==> src/rtl/jedro_1_defines.sv <==
// rtl/jedro_1_defines.sv - shared load-store unit types for the jedro_1 core
package jedro_1_defines;

  typedef enum logic [3:0] {
    LSU_LB  = 4'b0000,
    LSU_LH  = 4'b0001,
    LSU_LW  = 4'b0010,
    LSU_LBU = 4'b0100,
    LSU_LHU = 4'b0101,
    LSU_SB  = 4'b1000,
    LSU_SH  = 4'b1001,
    LSU_SW  = 4'b1010
  } lsu_ctrl_e;

  typedef enum logic {
    LSU_STATE_IDLE = 1'b0,
    LSU_STATE_WAIT = 1'b1
  } lsu_state_e;

endpackage

==> src/rtl/jedro_1_lsu_load_align.sv <==
// rtl/jedro_1_lsu_load_align.sv - load lane extraction and sign/zero extension
module jedro_1_lsu_load_align (
  input  logic [31:0] rdata,
  input  logic [1:0]  offset,
  input  logic [2:0]  funct3,
  output logic [31:0] result
);

  logic [7:0]  byte_lane;
  logic [15:0] half_lane;
  logic        fill;

  assign byte_lane = rdata[{offset, 3'b000} +: 8];
  assign half_lane = rdata[{offset[1], 4'b0000} +: 16];

  // funct3[2] marks the unsigned variants
  always_comb begin
    fill   = 1'b0;
    result = rdata;
    case (funct3[1:0])
      2'b00: begin
        fill   = ~funct3[2] & byte_lane[7];
        result = {{24{fill}}, byte_lane};
      end
      2'b01: begin
        fill   = ~funct3[2] & half_lane[15];
        result = {{16{fill}}, half_lane};
      end
      default: result = rdata;
    endcase
  end

endmodule

==> src/rtl/jedro_1_lsu.sv <==
// rtl/jedro_1_lsu.sv - jedro_1 load-store unit; optional ack timeout via JEDRO_1_LSU_TIMEOUT_EN
module jedro_1_lsu
  import jedro_1_defines::*;
#(
  parameter int DATA_WIDTH     = 32,
  parameter int ADDR_WIDTH     = 32,
  parameter int TIMEOUT_CYCLES = 16
) (
  input  logic                  clk_i,
  input  logic                  rstn_i,
  input  logic                  ctrl_valid_i,
  input  logic [3:0]            ctrl_i,
  input  logic [ADDR_WIDTH-1:0] addr_i,
  input  logic [DATA_WIDTH-1:0] wdata_i,
  input  logic [4:0]            regdest_i,
  output logic                  ready_o,
  output logic [DATA_WIDTH-1:0] rdata_o,
  output logic                  rf_we_o,
  output logic [4:0]            regdest_o,
  output logic                  misaligned_load_o,
  output logic                  misaligned_store_o,
  output logic                  bus_err_o,
  output logic [3:0]            dram_we,
  output logic                  dram_stb,
  output logic [ADDR_WIDTH-1:0] dram_addr,
  output logic [DATA_WIDTH-1:0] dram_wdata,
  input  logic [DATA_WIDTH-1:0] dram_rdata,
  input  logic                  dram_ack,
  input  logic                  dram_err
);

  lsu_state_e            state_q, state_d;
  logic [3:0]            op_q;
  logic [1:0]            off_q;
  logic [4:0]            regdest_q;
  logic                  accept, known, misaligned, go, in_wait, timeout;
  logic [3:0]            we_d;
  logic [DATA_WIDTH-1:0] wdata_d;
  logic [DATA_WIDTH-1:0] load_result;

  assign in_wait  = (state_q == LSU_STATE_WAIT);
  assign ready_o  = (state_q == LSU_STATE_IDLE);
  assign dram_stb = in_wait;
  assign accept   = ctrl_valid_i && ready_o;
  assign misaligned = ((ctrl_i[1:0] == 2'b01) && addr_i[0]) ||
                      ((ctrl_i[1:0] == 2'b10) && (addr_i[1:0] != 2'b00));
  assign go = accept && known && !misaligned;

  always_comb begin
    known   = 1'b0;
    we_d    = 4'b0000;
    wdata_d = wdata_i;
    case (ctrl_i)
      LSU_LB, LSU_LH, LSU_LW, LSU_LBU, LSU_LHU: known = 1'b1;
      LSU_SB: begin
        known   = 1'b1;
        we_d    = 4'b0001 << addr_i[1:0];
        wdata_d = {4{wdata_i[7:0]}};
      end
      LSU_SH: begin
        known   = 1'b1;
        we_d    = 4'b0011 << addr_i[1:0];
        wdata_d = {2{wdata_i[15:0]}};
      end
      LSU_SW: begin
        known = 1'b1;
        we_d  = 4'b1111;
      end
      default: known = 1'b0;
    endcase
  end

`ifdef JEDRO_1_LSU_TIMEOUT_EN
  logic [31:0] wait_cnt_q;

  // counts completed WAIT cycles; timeout fires on the last allowed one
  assign timeout = in_wait && (wait_cnt_q == 32'(TIMEOUT_CYCLES - 1));

  always_ff @(posedge clk_i) begin
    if (!rstn_i || go) wait_cnt_q <= '0;
    else if (in_wait)  wait_cnt_q <= wait_cnt_q + 32'd1;
  end
`else
  logic unused_timeout;
  assign unused_timeout = ^TIMEOUT_CYCLES;
  assign timeout        = 1'b0;
`endif

  always_comb begin
    state_d = state_q;
    case (state_q)
      LSU_STATE_IDLE: if (go) state_d = LSU_STATE_WAIT;
      LSU_STATE_WAIT: if (dram_ack || dram_err || timeout) state_d = LSU_STATE_IDLE;
      default:        state_d = LSU_STATE_IDLE;
    endcase
  end

  always_ff @(posedge clk_i) begin
    if (!rstn_i) state_q <= LSU_STATE_IDLE;
    else         state_q <= state_d;
  end

  jedro_1_lsu_load_align u_load_align (
    .rdata  (dram_rdata),
    .offset (off_q),
    .funct3 (op_q[2:0]),
    .result (load_result)
  );

  always_ff @(posedge clk_i) begin
    if (!rstn_i) begin
      op_q               <= '0;
      off_q              <= '0;
      regdest_q          <= '0;
      dram_we            <= '0;
      dram_addr          <= '0;
      dram_wdata         <= '0;
      rdata_o            <= '0;
      rf_we_o            <= 1'b0;
      regdest_o          <= '0;
      misaligned_load_o  <= 1'b0;
      misaligned_store_o <= 1'b0;
      bus_err_o          <= 1'b0;
    end else begin
      misaligned_load_o  <= accept && known && misaligned && !ctrl_i[3];
      misaligned_store_o <= accept && known && misaligned && ctrl_i[3];
      bus_err_o          <= in_wait && (dram_err || (timeout && !dram_ack));
      rf_we_o            <= 1'b0;
      if (go) begin
        op_q       <= ctrl_i;
        off_q      <= addr_i[1:0];
        regdest_q  <= regdest_i;
        dram_we    <= we_d;
        dram_addr  <= {addr_i[ADDR_WIDTH-1:2], 2'b00};
        dram_wdata <= wdata_d;
      end
      // error outranks ack; x0 loads still run on the bus but never write back
      if (in_wait && dram_ack && !dram_err && !op_q[3]) begin
        rdata_o   <= load_result;
        regdest_o <= regdest_q;
        rf_we_o   <= (regdest_q != 5'd0);
      end
    end
  end

endmodule
==> config.mk <==
export PLATFORM = sky130hd
export DESIGN_NAME = jedro_1_lsu
export DESIGN_NICKNAME = d
export VERILOG_FILES = /design/src/rtl/jedro_1_defines.sv /design/src/rtl/jedro_1_lsu_load_align.sv /design/src/rtl/jedro_1_lsu.sv
export SDC_FILE = /design/constraint.sdc
export NUM_CORES = 1
export LEC_CHECK = 0
export BUFFER_PORTS_ARGS = -buffer_cell sky130_fd_sc_hd__buf_2
export CORE_UTILIZATION = 52
export DETAILED_ROUTE_END_ITERATION = 10
export GPL_TIMING_DRIVEN = 0
export PLACE_DENSITY = 0.94
export SLEW_MARGIN = 20
export SYNTH_ARGS = -nofsm -noshare
export SYNTH_HDL_FRONTEND = slang
export SYNTH_SLANG_ARGS = --single-unit
==> constraint.sdc <==
create_clock -name clk_i -period 3.7 [get_ports clk_i]
set_input_delay 0.925 -clock clk_i [delete_from_list [all_inputs] [get_ports clk_i]]
set_output_delay 0.925 -clock clk_i [all_outputs]
set_load 0.05 [all_outputs]
==> run metrics <==
outcome=finished clean; Reg2Reg Setup Slack=1.59 ns; final design instance area without fill=about 7100 sq um; area of the die=between 10,000 and 15,000 sq um; clock slew at reported path FFs=roughly 0.06 ns; Die Y-Extent=just over 100 um; Final HPWL DP=12.75 mm; Area after DPL=~6500 sq um; worst reg2reg endpoint=rdata_o[23]$_SDFFE_PN0N_; first-pass GRT wire length=26.10 mm; clock tree from TritonCTS=yes; DRT Pass-1 Iters=5; area of the mapped netlist=roughly 5300 sq um; number of global-route vias before repair=5,363; total wire length=around 17 mm; layout cells sized above 1=0.3156; kind of end point of the critical path=flip-flop; worst slew margin relative to its limit=0.3694; worst vdd ir=roughly 340 uV; Max H-tree Level=4; Setup crit start=dram_err; total negative slack=0 ns; Vias=around 5,900; number of max-cap violations=0; buffer depth of the longest clock path=2; number of cells on the critical path=5; Buf/Inv on CP=2; Post-Syn Area per Cell=~8.3 sq um; Port Buffers=about 220; maximum clock frequency=about 430 MHz; critical path startpoint category=input port; cell internal pwr=~2.6 mW; cell at the root of the clock tree=clkbuf_8; number of warnings issued by yosys=0; final hold viol count=0; Post-synth ARST share=0; Top Ports=about 220; worst min path class=reg -> reg; CP delay by family, top=simple AND/OR/NAND/NOR gates; startpoint of the lowest-slack register-to-register path=op_q[3]$_SDFFE_PN0P_; synthesis-stage register bit count=~120; area grow syn2layout=35.12%; total setup buffers inserted after CTS=0; synthesized instance count=633; number of pins with negative max-slew slack in the final report=0; crit share post-route=0.6217; most frequent cell on the critical path=buf_2; Power Density=between 500 and 600 nW/um^2; residual antenna-violating net count after detailed routing=0; Worst-Margin Slew=just over 0.9 ns; net switching fraction of the power=0.3018; final estimated routing congestion in global placement=between 0.9 and 1; worst hold margin=approximately 0.45 ns; Residual DRC=0; total global routing overflow=0; insertion delay to the later sink of the worst-skew pair=around 0.52 ns; Max Clock Skew=0.009748 ns; number of flops mapped to enable cells by yosys=0; share of total power in sequential cells=0.373; leakage power=roughly 3.1 nW; CP endpoint=rdata_o[23]$_SDFFE_PN0N_; Sinks on Clock Net=119; portion of total power attributed to combinational logic=0.173; worst-path cell with the longest stage delay=nor4bb_1; Min-Delay Path Depth=2; average wire per cell in the routed design=17.18 um; count of different cell masters after synthesis=between 40 and 50; antenna violations before repair=0; die extent in x=~100 um; final net count=just under 1,000; Clk network pwr share=0.454; most common cell after layout, fill and taps aside=buf_2; average vias per placed instance=5.820; largest stage delay on the critical path=approximately 0.80 ns; Final setup violation count=0; worst endpoint required time=around 4 ns; Psw=between 1 and 1.5 mW; number of cells upsized or downsized after cts=0; global-route usage over all layers=0.3246; WP data arrival=2.68 ns; RSZ-0062 raised after global routing=no; number of diodes=0; Crit Path Max Fanout=10; total CTS buffers=17; maximum number of pins on one net before global-route repair=17; final core utilization=0.7280; Critical Path, Cell by Cell=buf_2 > nor4bb_1 > o31a_1 > buf_2 > a21oi_1; R2R cell count=4; Initial Utilization=0.5388; number of DRC violations after detailed-routing iteration 0=between 200 and 300; Layout fillers=~770; ys flop type=dfxtp_1; std cell rows=36; Hold Buf Count CTS=0; core area=9774 sq um; post-synthesis sequential area ratio=0.4524; commonest cells after routing, fill and taps aside=buf_2, dfxtp_1, a21oi_1; type of the worst setup path=in -> reg; final critical delay including setup and external delays=2.300 ns
[registers in the layout, summed over array words and instances, names as in the netlist]
| signal | cells |
|---|---|
| dram_we | 4 |
| dram_stb | 1 |
| op_q | 4 |
| regdest_q | 5 |
| bus_err_o | 1 |
| dram_addr | 30 |
| regdest_o | 5 |
| misaligned_load_o | 1 |
| rdata_o | 32 |
| misaligned_store_o | 1 |
| rf_we_o | 1 |
| off_q | 2 |
| dram_wdata | 32 |
[power by group through the flow]
stage                     Clock (mW)  Sequential [mW]  Combinational [mW]
after floorplan                    0             1.58               0.243
after global placement             0             1.40               0.621
after detailed placement           0             1.40               0.627
after CTS                       1.68             1.37               0.631
after global routing            1.74             1.38               0.677
final                           1.67             1.37               0.638
[layout make-up]
type	instances	area [sq um]	share of cell area
plain buffers	65	291.5	0.04097
repair buffers	216	1081	0.1519
flip-flops and latches	119	2382	0.3348
clock buffers	18	427.9	0.06014
multi-input cells	432	2529	0.3554
well taps	133	166.4	0.02339
inverters	18	67.56	0.009495
clock inverters	13	170.2	0.02391
[routing by layer]
layer	vias up	share of wire	track usage
met5	-	0	0
met3	57	0.10	0.09085
li1	2781	-	-
met4	0	0.028	0.1549
met2	365	0.49	0.5574
met1	2698	0.38	0.3723
[worst register-to-register path, cell delays in order (launching register included)]
cell and delay (ns):
dfxtp_1 0.33, nor4bb_1 0.81, o31a_1 0.44, buf_2 0.29
a21oi_1 0.11
[cell families (layout without fill, tap and decap cells)]
family / count (synthesis) / count (layout) / share of synthesized area
other cells: 1 / 2 / 0.0007121
compound gates: 256 / 256 / 0.2910
flops: 119 / 119 / 0.4524
mux: 29 / 29 / 0.05797
buf+inv: 83 / 330 / 0.06819
simple gates: 144 / 144 / 0.1281
xor+xnor: 1 / 1 / 0.001663
[stage by stage]
step	total power [mW]	instances	setup WS, ns
3_3_place_gp	2.017	983	0.8943
5_1_grt	3.800	1014	1.241
6_report	3.680	1014	1.400
4_1_cts	3.679	1014	1.407
2_1_floorplan	1.819	634	1.498
3_5_place_dp	2.025	983	0.8654
[how the worst min path moves through the flow]
stage	start	to	slack [ns]
2_1_floorplan	regdest_q[4]$_SDFFE_PN0P_	regdest_o[4]$_SDFFE_PN0N_	0.44
3_3_place_gp	rdata_o[12]$_SDFFE_PN0N_	rdata_o[12]$_SDFFE_PN0N_	0.44
3_5_place_dp	rdata_o[11]$_SDFFE_PN0N_	rdata_o[11]$_SDFFE_PN0N_	0.44
4_1_cts	rdata_o[11]$_SDFFE_PN0N_	rdata_o[11]$_SDFFE_PN0N_	0.45
5_1_grt	rdata_o[11]$_SDFFE_PN0N_	rdata_o[11]$_SDFFE_PN0N_	0.48
6_report	rdata_o[11]$_SDFFE_PN0N_	rdata_o[11]$_SDFFE_PN0N_	0.45
[synthesized netlist by cell type, drive strengths merged (3+ instances only)]
master / n / area [sq um]
dfxtp: 119 / 2382
a21oi: 104 / 520.5
o21ai: 85 / 425.4
nand2: 58 / 217.7
nand3: 50 / 250.2
clkbuf: 40 / 151.4
mux2i: 26 / 260.3
buf: 25 / 140.1
inv: 18 / 67.57
a211oi: 16 / 120.1
nor2: 15 / 56.30
o2111ai: 9 / 78.83
a221oi: 8 / 70.07
o22ai: 8 / 50.05
a221o: 7 / 70.07
a32o: 7 / 70.07
nor2b: 5 / 31.28
o21a: 3 / 22.52
o221a: 3 / 33.78
(Power assumes the default switching activity.)
